<file path="config.mk">
export PLATFORM = sky130hd
export DESIGN_NAME = alu_issue_stage
export DESIGN_NICKNAME = d
export VERILOG_FILES = /design/src/rtl/alu_issue_stage.sv
export SDC_FILE = /design/constraint.sdc
export NUM_CORES = 2
export LEC_CHECK = 0
export CORE_MARGIN = 2
export CORE_UTILIZATION = 62
export DETAILED_ROUTE_END_ITERATION = 8
export PLACE_DENSITY = 0.79
export SETUP_SLACK_MARGIN = 0.1
export SYNTH_ARGS = -nofsm -noshare
export SYNTH_HDL_FRONTEND = slang
export SYNTH_SLANG_ARGS = --single-unit
</file>
<file path="constraint.sdc">
create_clock -name clk -period 2.84 [get_ports clk]
set_input_delay 0.426 -clock clk [delete_from_list [all_inputs] [get_ports clk]]
set_output_delay 0.426 -clock clk [all_outputs]
set_load 0.05 [all_outputs]
</file>
<file path="src/rtl/alu_issue_stage.sv">
// RV32I issue stage for OP / OP-IMM: decodes, reads the register file and feeds execute through an ID/EX register.
// Optional macro ALU_ISSUE_WB_BYPASS_EN forwards same-cycle writeback data into the source operands.
module alu_issue_stage #(
    parameter int XLEN  = 32,
    parameter int NREGS = 32
) (
    input  logic            clk,
    input  logic            rst,
    input  logic            instr_valid,
    input  logic [31:0]     instr,
    output logic            instr_ready,
    input  logic            flush,
    output logic            ex_valid,
    input  logic            ex_ready,
    output logic [XLEN-1:0] op1,
    output logic [XLEN-1:0] op2,
    output logic [XLEN-1:0] imm,
    output logic [6:0]      opcode,
    output logic [2:0]      func3,
    output logic [6:0]      func7,
    output logic [4:0]      rd,
    output logic            rd_we,
    output logic            illegal_instr,
    input  logic            wb_en,
    input  logic [4:0]      wb_rd,
    input  logic [XLEN-1:0] wb_data
);

    localparam logic [6:0] OPC_OP    = 7'b0110011;
    localparam logic [6:0] OPC_OPIMM = 7'b0010011;

    logic [XLEN-1:0] rf_q [NREGS];

    logic            valid_q, valid_d;
    logic            rdWe_q, rdWe_d;
    logic            illegal_q, illegal_d;
    logic [XLEN-1:0] op1_q, op1_d;
    logic [XLEN-1:0] op2_q, op2_d;
    logic [XLEN-1:0] imm_q, imm_d;
    logic [6:0]      opcode_q, opcode_d;
    logic [2:0]      func3_q, func3_d;
    logic [6:0]      func7_q, func7_d;
    logic [4:0]      rd_q, rd_d;

    logic [4:0]      rs1Addr, rs2Addr, rdAddr;
    logic [6:0]      opc;
    logic [2:0]      f3;
    logic            isOp, isOpImm, accept;
    logic [XLEN-1:0] rs1Val, rs2Val, immExt;
    logic [6:0]      f7;

    assign instr_ready = !valid_q || ex_ready;
    assign accept      = instr_valid && instr_ready;

    assign opc     = instr[6:0];
    assign rdAddr  = instr[11:7];
    assign f3      = instr[14:12];
    assign rs1Addr = instr[19:15];
    assign rs2Addr = instr[24:20];
    assign isOp    = (opc == OPC_OP);
    assign isOpImm = (opc == OPC_OPIMM);

    // Operand fetch; x0 always reads as zero, even while it is being "written"
    always_comb begin
        rs1Val = (rs1Addr == 5'd0) ? '0 : rf_q[rs1Addr];
        rs2Val = (rs2Addr == 5'd0) ? '0 : rf_q[rs2Addr];
`ifdef ALU_ISSUE_WB_BYPASS_EN
        if (wb_en && (wb_rd != 5'd0) && (wb_rd == rs1Addr)) rs1Val = wb_data;
        if (wb_en && (wb_rd != 5'd0) && (wb_rd == rs2Addr)) rs2Val = wb_data;
`endif
    end

    // Shift-immediate ops keep funct7 so SRAI is distinguishable; other OP-IMM zero it
    always_comb begin
        immExt = isOpImm ? {{(XLEN-12){instr[31]}}, instr[31:20]} : '0;
        f7     = '0;
        if (isOp || (isOpImm && (f3 == 3'b001 || f3 == 3'b101))) f7 = instr[31:25];
    end

    always_comb begin
        valid_d   = valid_q;
        rdWe_d    = rdWe_q;
        illegal_d = 1'b0;
        op1_d     = op1_q;
        op2_d     = op2_q;
        imm_d     = imm_q;
        opcode_d  = opcode_q;
        func3_d   = func3_q;
        func7_d   = func7_q;
        rd_d      = rd_q;
        if (flush) begin
            valid_d = 1'b0;
            rdWe_d  = 1'b0;
        end else if (accept && (isOp || isOpImm)) begin
            valid_d  = 1'b1;
            rdWe_d   = (rdAddr != 5'd0);
            op1_d    = rs1Val;
            op2_d    = isOp ? rs2Val : immExt;
            imm_d    = immExt;
            opcode_d = opc;
            func3_d  = f3;
            func7_d  = f7;
            rd_d     = rdAddr;
        end else begin
            illegal_d = accept;
            if (ex_ready) begin
                valid_d = 1'b0;
                rdWe_d  = 1'b0;
            end
        end
    end

    always_ff @(posedge clk) begin
        if (rst) begin
            valid_q   <= 1'b0;
            rdWe_q    <= 1'b0;
            illegal_q <= 1'b0;
            op1_q     <= '0;
            op2_q     <= '0;
            imm_q     <= '0;
            opcode_q  <= '0;
            func3_q   <= '0;
            func7_q   <= '0;
            rd_q      <= '0;
        end else begin
            valid_q   <= valid_d;
            rdWe_q    <= rdWe_d;
            illegal_q <= illegal_d;
            op1_q     <= op1_d;
            op2_q     <= op2_d;
            imm_q     <= imm_d;
            opcode_q  <= opcode_d;
            func3_q   <= func3_d;
            func7_q   <= func7_d;
            rd_q      <= rd_d;
        end
    end

    always_ff @(posedge clk) begin
        if (rst) begin
            for (int i = 0; i < NREGS; i++) rf_q[i] <= '0;
        end else if (wb_en && (wb_rd != 5'd0)) begin
            rf_q[wb_rd] <= wb_data;
        end
    end

    assign ex_valid      = valid_q;
    assign rd_we         = rdWe_q;
    assign illegal_instr = illegal_q;
    assign op1           = op1_q;
    assign op2           = op2_q;
    assign imm           = imm_q;
    assign opcode        = opcode_q;
    assign func3         = func3_q;
    assign func7         = func7_q;
    assign rd            = rd_q;

endmodule

</file>
==> results.toml <==
[cells_and_area]
final_cell_mix = "edfxtp_1 (1,024), and2_1 (996), mux4_2 (518), buf_4 (169), clkdlybuf4s50_1 (165)"
area_growth_pct = 16.2
nets = 4127
final_util_pct = 72.8
ff_latch_area_um2 = 32800
final_common_cell = "edfxtp_1"
fillers = 5564
drive_above_1_share_pct = 26.0
multi_input_area_um2 = 23300

[global_route]
grt_pass1_vias = 38800
track_usage_pct = 40.2
grt_max_degree = 62
overflow = 0
grt_pass1_wl_um = 269000
antenna_found_initial = 12

[pwr]
ir_drop_mv = 0.506
p_seq_share_pct = 49.6
totalPowerFinal_uw = 39000
power.switching_uw = 9420
combinationalPowerShare_pct = 11.2
clock_power_share_pct = 39.2
switching_share_pct = 24.1
p_leak_uw = 0.0233
p_int_uw = 29600
p_per_area_nw_per_um2 = 584

[worst_setup_path]
crit_arrival_ns = 2.21
cp_cell_sequence = "clkdlybuf4s50_1"
slowest_stage = "clkdlybuf4s50_1"
critPathMaxStageDelay_ns = 0.93
crit_fanout = 2
worst-endpoint-required_ns = 2.41
path_buf_inv = 1
endpoint_kind = "output pin"
critPathLaunchType = "register"
cp_top_family = "buffers and inverters"
critical_path_class = "register to output pin"

[placed_design]
gp_congestion = 0.951
hpwl_um = 122000
io_buffers = 196

[clocking]
clock-root-buffer = "clkbuf_16"
post-cts-setup-buffers = 0
numCtsBuffers = 115
worstSkewPairLatency_ns = 0.72
htreeDepth = 3
cts_buffer_depth = 3
numClockSinks = 1125
clk_pin_slew_ns = 0.06
cts_tree = "built"

[outcome]
status = "finished clean"

[sta]
relSlewSlack_pct = 25.0
period_minus_slack_ns = 2.63
rsz0062_at_grt = "no"
whs_ns = 0.0385
fmax_ghz = 0.380
finalSetupTns_ns = 0
fin_skew_ns = 0.0219
final_hold_viol_count = 0
finalSetupViolations = 0
worst_slew_pin_slew_ns = 1.12
slew_viol_final = 0
timing.final.crit_share_pct = 92.8

[run]
cap_violations = 0

[synthesis]
synth.distinct_cells = 49
synth.top_cells.by_area = "edfxtp_1 (53%), mux4_2 (20%), and2_1 (11%)"
syn-instance-count = 3862
syn_avg_cell_area_um2 = 14.9
synth_compound_area_share_pct = 3.69
synth_edf_count = 1024
ys_seq_elements = 1125
muxShareOfSynthArea_pct = 21.6
yosysWarnings = 0
synth_xor_area_share_pct = 0
ys_async_sr_fraction_pct = 0
yosys.area_share.adder_pct = 0
ys_seq_area_share_pct = 57.0
synth_top_family_by_area = "multiplexers"
netlist_area_um2 = 57500
synth_top_area_cell = "edfxtp_1"
ys.flop_type = "edfxtp_1"
synth-simple-area-share_pct = 14.4
yosysTopAreaCellShare_pct = 53.5

[drt]
totalWireLength_um = 188000
ant_nets = 0
dr.pass1.iters = 6
drc_errors = 0
avgRoutedWirePerCell_um = 34.9
viasPerCell = 7.22
drt_iter0_drc = 6460
num_vias = 39000

[floorplan]
die_w_um = 309
die-area_um2 = 95200
core_area_um2 = 91800
num_rows = 111
num_io_pins = 197
initial_core_util_pct = 62.7
die_h_um = 309

[hold_path]
hold_class = "input pin to register"
-- cells in the mapped netlist, types with 42 or more instances --
cell type,number
edfxtp_1,1024
and2_1,997
mux4_2,518
clkbuf_1,295
nand2_1,137
a22oi_1,128
dfxtp_1,101
buf_2,79
o22ai_1,64
nand3_1,63
nor2_1,63
o211ai_1,61
mux2i_1,42
-- cells by family (layout without fill, tap and decap cells) --
group,Yosys count,count (layout)
flip-flops,1125,1125
AND/OR/NAND/NOR,1403,1403
AO/OA/AOI/OAI,306,306
multiplexers,592,592
other,1,40
buffers and inverters,435,689
-- registers in the layout (all words and copies together), names as in the netlist --
| name | flops |
|---|---|
| func3 | 3 |
| ex_valid | 1 |
| opcode | 7 |
| op1 | 32 |
| illegal_instr | 1 |
| rd | 5 |
| rf_q | 1024 |
| imm | 12 |
| op2 | 32 |
| rd_we | 1 |
| func7 | 7 |
-- per-layer routing --
layer	GRT usage, %	vias up	routed length [µm]
met5	0	-	16
met4	23.9	2	13400
li1	-	15100	-
met2	60.1	3594	84500
met3	12.0	737	27800
met1	52.7	19500	62400
-- layout make-up --
class / count / area share (%)
clock buffers: 145 / 4.58
inverters: 5 / 0.0281
well taps: 1243 / 2.33
diodes: 8 / 0.0300
multi-input cells: 2333 / 34.9
repair buffers: 472 / 8.12
clock inverters: 67 / 1.01
flip-flops and latches: 1125 / 49.0
-- repair_timing --
action,in CTS,in global routing
resized for setup,7,13
cloned,0,0
hold endpoints to repair,0,0
hold buffers,0,0
setup endpoints to repair,21,14
-- path summary, 6_finish.rpt --
kind / slack, ns / to / startpoint / depth (start not counted)
min: 0.04 / imm[30] / rst / 2
max: 0.21 / op2[11] / op2[11] / 1
max reg2reg: 0.72 / op1[9] / ex_valid / 6
min reg2reg: 0.45 / func3[2] / func3[2] / 2
-- metrics by stage --
step           cell area (µm²)  cells  setup WS, ns
6_report                 66800   5398         0.205
5_1_grt                  66800   5393        0.0958
4_1_cts                  66800   5390         0.103
3_5_place_dp             63000   5178         0.173
3_3_place_gp             63000   5178         0.212
2_1_floorplan            57600   3893         0.604
-- power groups by stage --
stage	clock network, µW	logic (µW)	registers, µW
after floorplan	0	2560	19500
after global placement	0	4190	19600
after detailed placement	0	4240	19600
after CTS	15300	4260	19300
after global routing	15900	4480	19400
final	15300	4360	19400
Note: power is estimated with default switching activity, not from simulation.
